==> src/rtl/hdl1_sweep_ctrl_if.sv <==
// Purpose: bundles the host-side handshake/result signals and the HDL_1 drive/sense
//          pair of the sweep controller into one interface.
// Signals:
//   start, abort        host -> controller requests
//   abcd_out, f_in      controller -> HDL_1 inputs, HDL_1 output F -> controller
//   busy, done, pass    sweep status
//   fail_count, first_fail, first_fail_valid, captured   sweep results
// Modports: master = host / HDL_1 side, slave = sweep controller.
interface hdl1_sweep_ctrl_if;
  localparam int unsigned IDX_W = 4;
  localparam int unsigned CNT_W = 5;
  localparam int unsigned TBL_W = 16;

  logic             start;
  logic             abort;
  logic [IDX_W-1:0] abcd_out;
  logic             f_in;
  logic             busy;
  logic             done;
  logic             pass;
  logic [CNT_W-1:0] fail_count;
  logic [IDX_W-1:0] first_fail;
  logic             first_fail_valid;
  logic [TBL_W-1:0] captured;

  modport master (
    output start, abort, f_in,
    input  abcd_out, busy, done, pass, fail_count, first_fail, first_fail_valid, captured
  );

  modport slave (
    input  start, abort, f_in,
    output abcd_out, busy, done, pass, fail_count, first_fail, first_fail_valid, captured
  );
endinterface

==> src/rtl/hdl1_sweep_ctrl.sv <==
// Purpose: steps the 4-input HDL_1 block through all 16 input combinations, samples F
//          after a settle window and compares it with EXPECTED_MASK, reporting the
//          captured truth table, mismatch count and first failing minterm.
// Ports:
//   clk    rising-edge clock
//   rst_n  asynchronous active-low reset
//   bus    hdl1_sweep_ctrl_if.slave: start/abort in, abcd_out out, f_in in,
//          busy/done/pass/fail_count/first_fail/first_fail_valid/captured out
module hdl1_sweep_ctrl #(
  parameter logic [15:0] EXPECTED_MASK = 16'hDF03,
  parameter int unsigned SETTLE        = 1
) (
  input  logic                clk,
  input  logic                rst_n,
  hdl1_sweep_ctrl_if.slave    bus
);

  localparam int unsigned IDX_W  = 4;
  localparam int unsigned HOLD_W = 8;
  localparam int unsigned FC_W   = 5;
  localparam int unsigned TBL_W  = 16;
  localparam logic [IDX_W-1:0]  LAST_IDX = IDX_W'(15);
  localparam logic [HOLD_W-1:0] HOLD_MAX = HOLD_W'(SETTLE);
  localparam logic [FC_W-1:0]   FC_MAX   = FC_W'(16);

  typedef enum logic [1:0] {
    IDLE   = 2'd0,
    RUN    = 2'd1,
    FINISH = 2'd2
  } state_t;

  state_t              state_q, state_d;
  logic [IDX_W-1:0]    idx_q, idx_d;
  logic [HOLD_W-1:0]   hold_q, hold_d;
  logic [IDX_W-1:0]    abcd_q, abcd_d;
  logic                busy_q, busy_d;
  logic                done_q, done_d;
  logic                pass_q, pass_d;
  logic [FC_W-1:0]     fc_q, fc_d;
  logic [IDX_W-1:0]    ff_q, ff_d;
  logic                ffv_q, ffv_d;
  logic [TBL_W-1:0]    cap_q, cap_d;

  // State and result registers
  always_ff @(posedge clk or negedge rst_n) begin
    if (!rst_n) begin
      state_q <= IDLE;
      idx_q   <= '0;
      hold_q  <= '0;
      abcd_q  <= '0;
      busy_q  <= 1'b0;
      done_q  <= 1'b0;
      pass_q  <= 1'b0;
      fc_q    <= '0;
      ff_q    <= '0;
      ffv_q   <= 1'b0;
      cap_q   <= '0;
    end else begin
      state_q <= state_d;
      idx_q   <= idx_d;
      hold_q  <= hold_d;
      abcd_q  <= abcd_d;
      busy_q  <= busy_d;
      done_q  <= done_d;
      pass_q  <= pass_d;
      fc_q    <= fc_d;
      ff_q    <= ff_d;
      ffv_q   <= ffv_d;
      cap_q   <= cap_d;
    end
  end

  // Next-state and next-output logic
  always_comb begin
    state_d = state_q;
    idx_d   = idx_q;
    hold_d  = hold_q;
    abcd_d  = abcd_q;
    busy_d  = busy_q;
    done_d  = 1'b0;
    pass_d  = pass_q;
    fc_d    = fc_q;
    ff_d    = ff_q;
    ffv_d   = ffv_q;
    cap_d   = cap_q;

    case (state_q)
      IDLE: begin
        // start wins over a simultaneous abort; results are cleared only here
        if (bus.start) begin
          state_d = RUN;
          busy_d  = 1'b1;
          idx_d   = '0;
          hold_d  = '0;
          abcd_d  = '0;
          cap_d   = '0;
          fc_d    = '0;
          ff_d    = '0;
          ffv_d   = 1'b0;
          pass_d  = 1'b0;
        end
      end

      RUN: begin
        if (bus.abort) begin
          // partial results are left in place but pass stays 0
          state_d = IDLE;
          busy_d  = 1'b0;
          abcd_d  = '0;
          idx_d   = '0;
          hold_d  = '0;
        end else if (hold_q == HOLD_MAX) begin
          cap_d[idx_q] = bus.f_in;
          if (bus.f_in != EXPECTED_MASK[idx_q]) begin
            if (fc_q != FC_MAX) begin
              fc_d = fc_q + FC_W'(1);
            end
            if (!ffv_q) begin
              ff_d  = idx_q;
              ffv_d = 1'b1;
            end
          end
          hold_d = '0;
          if (idx_q == LAST_IDX) begin
            state_d = FINISH;
            busy_d  = 1'b0;
            done_d  = 1'b1;
            abcd_d  = '0;
            pass_d  = (fc_d == '0);
          end else begin
            idx_d  = idx_q + IDX_W'(1);
            abcd_d = idx_q + IDX_W'(1);
          end
        end else begin
          hold_d = hold_q + HOLD_W'(1);
        end
      end

      FINISH: begin
        state_d = IDLE;
        idx_d   = '0;
      end

      default: begin
        state_d = IDLE;
        busy_d  = 1'b0;
        abcd_d  = '0;
      end
    endcase
  end

  assign bus.abcd_out         = abcd_q;
  assign bus.busy             = busy_q;
  assign bus.done             = done_q;
  assign bus.pass             = pass_q;
  assign bus.fail_count       = fc_q;
  assign bus.first_fail       = ff_q;
  assign bus.first_fail_valid = ffv_q;
  assign bus.captured         = cap_q;

endmodule

==> src/flat_wrapper.sv <==
// flat-port wrapper written by rule: the top's interface ports become plain ports
module hdl1_sweep_ctrl_flat 
#(
  parameter logic [15:0] EXPECTED_MASK = 16'hDF03,
  parameter int unsigned SETTLE        = 1
)
  (clk, rst_n, bus_start, bus_abort, bus_f_in, bus_abcd_out, bus_busy, bus_done, bus_pass, bus_fail_count, bus_first_fail, bus_first_fail_valid, bus_captured);
  hdl1_sweep_ctrl_if bus_i ();
  input  logic clk;
  input  logic rst_n;
  input wire logic [$bits(bus_i.start)-1:0] bus_start;
  input wire logic [$bits(bus_i.abort)-1:0] bus_abort;
  input wire logic [$bits(bus_i.f_in)-1:0] bus_f_in;
  output wire logic [$bits(bus_i.abcd_out)-1:0] bus_abcd_out;
  output wire logic [$bits(bus_i.busy)-1:0] bus_busy;
  output wire logic [$bits(bus_i.done)-1:0] bus_done;
  output wire logic [$bits(bus_i.pass)-1:0] bus_pass;
  output wire logic [$bits(bus_i.fail_count)-1:0] bus_fail_count;
  output wire logic [$bits(bus_i.first_fail)-1:0] bus_first_fail;
  output wire logic [$bits(bus_i.first_fail_valid)-1:0] bus_first_fail_valid;
  output wire logic [$bits(bus_i.captured)-1:0] bus_captured;
  assign bus_i.start = bus_start;
  assign bus_i.abort = bus_abort;
  assign bus_i.f_in = bus_f_in;
  assign bus_abcd_out = bus_i.abcd_out;
  assign bus_busy = bus_i.busy;
  assign bus_done = bus_i.done;
  assign bus_pass = bus_i.pass;
  assign bus_fail_count = bus_i.fail_count;
  assign bus_first_fail = bus_i.first_fail;
  assign bus_first_fail_valid = bus_i.first_fail_valid;
  assign bus_captured = bus_i.captured;
  hdl1_sweep_ctrl #(.EXPECTED_MASK(EXPECTED_MASK), .SETTLE(SETTLE)) u_core (.clk(clk), .rst_n(rst_n), .bus(bus_i));
endmodule
==> config.mk <==
export PLATFORM = sky130hd
export DESIGN_NAME = hdl1_sweep_ctrl_flat
export DESIGN_NICKNAME = d
export VERILOG_FILES = /design/src/rtl/hdl1_sweep_ctrl_if.sv /design/src/rtl/hdl1_sweep_ctrl.sv /design/src/flat_wrapper.sv
export SDC_FILE = /design/constraint.sdc
export NUM_CORES = 1
export LEC_CHECK = 0
export ABC_CLOCK_PERIOD_IN_PS = 2400
export CAP_MARGIN = 5
export CORE_MARGIN = 2
export CORE_UTILIZATION = 54
export DETAILED_ROUTE_END_ITERATION = 10
export PLACE_DENSITY_LB_ADDON = 0.12
export SETUP_SLACK_MARGIN = 0.1
export SYNTH_ARGS = -nofsm -noshare
export SYNTH_HDL_FRONTEND = slang
export SYNTH_SLANG_ARGS = --single-unit
==> constraint.sdc <==
create_clock -name clk -period 2.4 [get_ports clk]
set_input_delay 0.24 -clock clk [delete_from_list [all_inputs] [get_ports clk]]
set_output_delay 0.24 -clock clk [all_outputs]
set_load 0.02 [all_outputs]
# Word level (Yosys, flattened, before mapping)
# Memories as Yosys holds them, arrays and structs flattened.
# Index checks and enable logic that the tools add are counted.
# op_classes
add_sub_neg,3
n_mul,0
div_mod_pow,0
n_lt_le_gt_ge,2
n_eq_ne,15
shift,0
muxes,58
n_bitwise,1
reduce_logical,14
# ops
cell,n
two-way mux 16 bit,3
two-way mux 4 bit,11
two-way mux 5 bit,8
case mux 16 bit (2 select lines),1
two-way mux 8 bit,3
case mux 4 bit (3 select lines),2
two-way mux 1 bit,17
bitwise mux 16 bit,1
case mux 8 bit (2 select lines),1
AND reduction 4 bit,3
case mux 5 bit (2 select lines),1
AND reduction 5 bit,2
"adder 8 x 1 -> 8 bit, second input constant",1
"== test 8 x 1 -> 1 bit, second input constant",1
two-way mux 2 bit,4
case mux 4 bit (2 select lines),1
"!= test 2 x 1 -> 1 bit, second input constant",3
"!= test 2 bit, second input constant",3
"!= test 3 x 2 -> 1 bit, second input constant",2
AND reduction 3 bit,2
AND reduction 6 bit,1
"adder 5 x 1 -> 5 bit, second input constant",1
logical NOT 5 bit,1
"< comparator 4 x 5 -> 1 bit, second input constant",1
18 further kinds,19
# word_totals
regBits,47
latchBits,0
ram_bits,0
mem_bits_ro,16
input_bits,5
elab_cells,105
mem_count,1
# mem_list
memory,words,width,rd,rd_clocked_by_memory_dff,wr,line_no,text
(name not given),16,1,1,0,0,hdl1_sweep_ctrl.sv:114,if (bus.f_in != EXPECTED_MASK[idx_q]) begin

# Longest topological paths before layout
# logic_depth
ltp_word,12
depth_mapped,8
depth_no_buf,7

# Worst setup path after synthesis
# OpenSTA, ideal clock, no wires.
# synth_path
kind,flip-flop to flip-flop
from,register u_core.idx_q[1]
to,register u_core.fc_q[1] (netlist: u_core.bus.fail_count[1])
setup_time_ns,0.080
t_arrival_ns,1.769
required_time_ns,2.320
setup_slack_ns,0.551
path_stages_with_launch,8
path_buffers,0
cell_sequence,dfrtp_1 -> inv_1 -> ha_1 -> and3b_1 -> a31oi_4 -> o311ai_1 -> or3_4 -> o22ai_2
# synth_between
elab_chain_len,10
# synth_rtl
element,line_no,text
start: declaration,hdl1_sweep_ctrl.sv:33,"logic [IDX_W-1:0] idx_q, idx_d;"
start signal: assignment,hdl1_sweep_ctrl.sv:60,idx_q <= idx_d;
memory read (16 x 1 bit),--,
two-way mux 1 bit (not written as such),hdl1_sweep_ctrl.sv:114,
!= test 1 bit,hdl1_sweep_ctrl.sv:114,
two-way mux 5 bit,hdl1_sweep_ctrl.sv:114,
two-way mux 5 bit,hdl1_sweep_ctrl.sv:112,end else if (hold_q == HOLD_MAX) begin
two-way mux 5 bit,hdl1_sweep_ctrl.sv:105,if (bus.abort) begin
two-way mux 5 bit,hdl1_sweep_ctrl.sv:87,case (state_q)
two-way mux 5 bit,hdl1_sweep_ctrl.sv:112,
two-way mux 5 bit,hdl1_sweep_ctrl.sv:105,
case mux 5 bit (2 select lines),hdl1_sweep_ctrl.sv:87,
end signal: assignment,hdl1_sweep_ctrl.sv:54,fc_q <= '0;
end signal: assignment,hdl1_sweep_ctrl.sv:66,fc_q <= fc_d;
end: declaration,hdl1_sweep_ctrl.sv:39,"logic [FC_W-1:0] fc_q, fc_d;"
# Every way passes these cells. The select of a mux whose other input is x is not followed.
# A chain may end at the register's enable or synchronous reset.

# Worst setup path after layout
# layout_path
from,register u_core.idx_q[1]
to,register u_core.ff_q[2] (netlist: u_core.bus.first_fail[2])
# layout_between
elab_chain_len,5
# layout_rtl
element,line_no,text
memory read (16 x 1 bit),--,
two-way mux 1 bit (not written as such),hdl1_sweep_ctrl.sv:114,
!= test 1 bit,hdl1_sweep_ctrl.sv:114,
!= test 2 x 1 -> 1 bit (no source line),--,
AND reduction 6 bit (no source line),--,
end signal: assignment,hdl1_sweep_ctrl.sv:55,ff_q <= '0;
end signal: assignment,hdl1_sweep_ctrl.sv:67,ff_q <= ff_d;
end: declaration,hdl1_sweep_ctrl.sv:40,"logic [IDX_W-1:0] ff_q, ff_d;"
# Every way passes these cells. The select of a mux whose other input is x is not followed.

==> impl_summary.md <==
Outcome
The run finished with clean final reports.

Run
Across the run, the number of max-cap violations was 0.

CTS
The CTS buffer count is 5. The number of H-tree levels is 2. The post-CTS setup-driven buffer insertion count is 0. In this run, post-CTS repair resized a total of 0 instances. The clock drives 47 sinks. The maximum clock path buffer count is 2.

The tree is rooted in a sky130_fd_sc_hd__clkbuf_8. The TritonCTS clock tree is yes. The register clock-pin slew on the reported worst setup and hold paths is roughly 90 ps. Clock latency on the worst-skew pair, taken at its later pin, is roughly 300 ps. The post-cts hold buffer count is 1.

Timing
Setup repair after global routing left no endpoint under its margin. For the final routed database, the setup TNS stands at 0 ps. The final setup skew is 6.08 ps.

The final-report hold violation count is 0. The max-slew violation count is 0. The count of endpoints failing setup in the final report is 0. The portion of the clock cycle consumed by the worst path in the final layout is about nine tenths. The final period demand of the worst path is 2130 ps. The worst pin sits at a relative slew slack of between 60% and 70%. Static timing analysis puts the maximum clock frequency at 0.470 GHz. The worst setup slack after layout is approximately 270 ps. The worst hold-check slack is 405 ps. For the pin with the worst max-slew slack, the measured transition is 477 ps.

Pwr
The worst-case IR drop observed on VDD is approximately 0.00052 V. The share of total power dissipated in combinational logic is 38.1%. The internal portion of the total power is 1.58 mW. The overall power of the completed layout is between 2 and 3 mW. The clock power share is between 20% and 30%. Power spread over the standard cell area amounts to roughly 840 nW/µm². The fraction of power consumed by sequential logic is a little under two fifths. The static leakage is approximately 1.3 nW. The net switching share of the total power is 38.1%. The net switching power figure is 975 µW.

Routing
The detail route stage leaves a number of antenna-violating nets equal to 0. The DRC marker count from the first detailed-route iteration is around 270. In the final routed layout, each cell accounts on average for about 16 µm. The wire length reported by the detailed router is 5.92 mm. After detailed routing, the number of vias per cell comes to around 6.0.

Before antenna repair, the detailed router went through 4 iterations. The DRC violation count after routing is 0. The total number of vias is roughly 2,200.

Critical path
The number of cells on the worst reg-to-reg path is 7. The startpoint kind of the worst setup timing path is a register. The end point of the critical path is u_core.bus.first_fail[2]$_DFFE_PN0P_. The start-to-end type of the worst setup path is register to register. The register-to-register path setup slack is around 270 ps.

The worst reg2reg path endpoint is u_core.bus.first_fail[2]$_DFFE_PN0P_. Counting both buffers and inverters, the worst setup path holds a total of 1. The largest incremental delay on the critical path is about 460 ps.

The critical path endpoint category is a register. Counting buffers and inverters, the worst setup path is 7 cells deep. The family with the most delay on the worst path is simple AND/OR/NAND/NOR gates.

The timing startpoint of the critical path is u_core.idx_q[1]$_DFFE_PN0P_. The slowest stage of the critical path is the sky130_fd_sc_hd__dfrtp_1 cell. The required arrival time at the worst endpoint is ~2600 ps.

The largest fanout on the critical path is 7. The startpoint identified for the worst register-to-register timing path is u_core.idx_q[1]$_DFFE_PN0P_. The signal arrival time at the worst endpoint is between 2000 and 2500 ps. The critical path goes through inv_1 > ha_1 > and3b_1 > a31oi_4 > nand2_1 > nor4_2 > a22o_1.

Finish
The finished layout holds 359 standard cells, fillers aside. The net count of the finished layout is approximately 320. The library cell used most frequently in the layout, excluding fill and tap cells, is sky130_fd_sc_hd__dfrtp_1. In the layout the commonest cells are sky130_fd_sc_hd__dfrtp_1, sky130_fd_sc_hd__clkdlybuf4s50_1, sky130_fd_sc_hd__o21ai_0.

Compared with the post-synthesis result, the final layout area differs by 21.3%. Measured on the finished design, the core utilization comes to about 69%. The post-route netlist has between 10% and 20% of its cells at a drive strength greater than 1. 0 antenna diodes ended up in the layout. The final standard cell area without fillers is between 3000 and 4000 µm².

Place
In this run, placement finished with an instance count of between 300 and 400. Summing all placed instances gives a cell area of a little under 3000 µm². The setup slack after placement is 276 ps. The half-perimeter wire length after detailed placement is ~4.2 mm. Port buffering added 37 buffers. At the end of routability-driven placement, the weighted congestion stood at 0.850.

Yosys
Counting flops with an async set or reset pin after synthesis yields a share of 100%. A synthesized cell averages 9.42 µm². During synthesis, Yosys emitted a total of 0 warnings. Yosys mapped the design onto 55 distinct sky130hd cell types. For this run, the register share of the synthesized area comes to between 40% and 50%. The cell count after synthesis is 267. Counting every net in the synthesized netlist gives 280. The count of flip-flops with a built-in enable after synthesis is 0. The post-synthesis instance area is 2520 µm².

Among all flip-flop cells after synthesis, the most frequent one is sky130_fd_sc_hd__dfrtp_1. The flop and latch count out of synthesis is 47.

Floorplanning
The floorplan has 24 rows. The floorplan step set the die width to a little over 70 µm. The top-level port count is 38. The core area is roughly 4400 µm². The die area is between 5000 and 6000 µm². For this configuration, the core starts out at a cell density of between 50% and 60%.

Measured along the y axis, the die boundary spans 72.3 µm.

Global routing
The first global-routing pass estimated roughly 10 mm of wire. For this run the aggregate overflow at the end of global routing stands at 0. The initial antenna violation count came to 0. The via count of the first global-routing pass was around 2,100. In the global route stage, overall resource usage came out at between 20% and 30%. The maximum number of pins on one net before global-route repair is 29.

Min path
The worst hold-check path type is primary input to asynchronous set/reset pin.
==> routing by layer <==
layer	global-route usage, %	routed length, µm	vias to the layer above
met4	6.50	64	0
li1	-	-	1038
met5	0	0	-
met2	41.2	2900	64
met1	33.4	2670	1043
met3	5.00	288	6
==> logic make-up after synthesis <==
family                   count (synthesis)  synth area share (%)
multiplexers                             1                 0.398
AND/OR/NAND/NOR                         78                  17.1
XOR/XNOR                                 3                  1.04
adder cells (fa/ha/maj)                  8                  3.98
flip-flops                              47                  46.7
AO/OA/AOI/OAI                          105                  26.2
buffers and inverters                   25                  4.62
==> cell usage after synthesis (2+ instances only) <==
master,count,area (µm²)
sky130_fd_sc_hd__a32o_1,2,20.0
sky130_fd_sc_hd__o211ai_1,2,15.0
sky130_fd_sc_hd__o21ai_1,24,120
sky130_fd_sc_hd__a2bb2oi_1,2,17.5
sky130_fd_sc_hd__a31oi_1,6,37.5
sky130_fd_sc_hd__nand2_1,23,86.3
sky130_fd_sc_hd__o21ai_2,2,17.5
sky130_fd_sc_hd__ha_1,8,100
sky130_fd_sc_hd__clkbuf_1,6,22.5
sky130_fd_sc_hd__a41oi_1,2,17.5
sky130_fd_sc_hd__a22o_1,4,35.0
sky130_fd_sc_hd__or2_2,2,12.5
sky130_fd_sc_hd__inv_1,12,45.0
sky130_fd_sc_hd__a21oi_1,15,75.1
sky130_fd_sc_hd__and3_1,6,37.5
sky130_fd_sc_hd__xnor2_1,2,17.5
sky130_fd_sc_hd__nand3_1,7,35.0
sky130_fd_sc_hd__dfrtp_1,47,1180
sky130_fd_sc_hd__buf_6,2,22.5
sky130_fd_sc_hd__buf_2,3,15.0
sky130_fd_sc_hd__nor2_1,16,60.1
sky130_fd_sc_hd__a21o_1,4,30.0
sky130_fd_sc_hd__nor2b_1,2,12.5
sky130_fd_sc_hd__nor4_1,2,12.5
sky130_fd_sc_hd__o21ai_0,30,150
sky130_fd_sc_hd__nand2b_1,6,37.5
sky130_fd_sc_hd__o31ai_1,2,15.0
==> worst min path at each step <==
stage	startpoint	end	slack [ps]	cells after the start
detailed placement	rst_n	u_core.bus.fail_count[1]$_DFFE_PN0P_	210	1
global route	rst_n	u_core.bus.fail_count[0]$_DFFE_PN0P_	450	2
CTS	rst_n	u_core.bus.fail_count[1]$_DFFE_PN0P_	410	2
floorplan	rst_n	u_core.bus.abcd_out[0]$_DFFE_PN0P_	-60	0
global placement	rst_n	u_core.bus.fail_count[1]$_DFFE_PN0P_	210	1
finish	rst_n	u_core.bus.captured[3]$_DFFE_PN0P_	410	2
==> state kept, by name (all words and copies together) (netlist names) <==
| signal | flops |
|---|---|
| u_core.bus.captured | 16 |
| u_core.hold_q | 8 |
| u_core.bus.fail_count | 5 |
| u_core.bus.abcd_out | 4 |
| u_core.bus.first_fail | 4 |
| u_core.idx_q | 4 |
| u_core.state_q | 2 |
| u_core.bus.busy | 1 |
| u_core.bus.done | 1 |
| u_core.bus.first_fail_valid | 1 |
| u_core.bus.pass | 1 |
==> power by group through the flow <==
stage          logic, mW  registers, mW  clock network [mW]
2_1_floorplan      0.675           1.01                   0
3_3_place_gp       0.949          0.992                   0
3_5_place_dp       0.960          0.995                   0
4_1_cts            0.967          0.979               0.617
5_1_grt             1.08          0.993               0.647
6_report           0.975          0.980               0.604
==> cell type report <==
cell class                      count  area [µm²]
Clock buffer                        6        82.6
Clock inverter                      2        35.0
Fill cell                         345        1360
Inverter                           13        48.8
Multi-Input combinational cell    195        1220
Sequential cell                    47        1180
Tap cell                           52        65.1
Timing Repair Buffer               44         420
No activity file was read; power rests on OpenSTA's default activity.
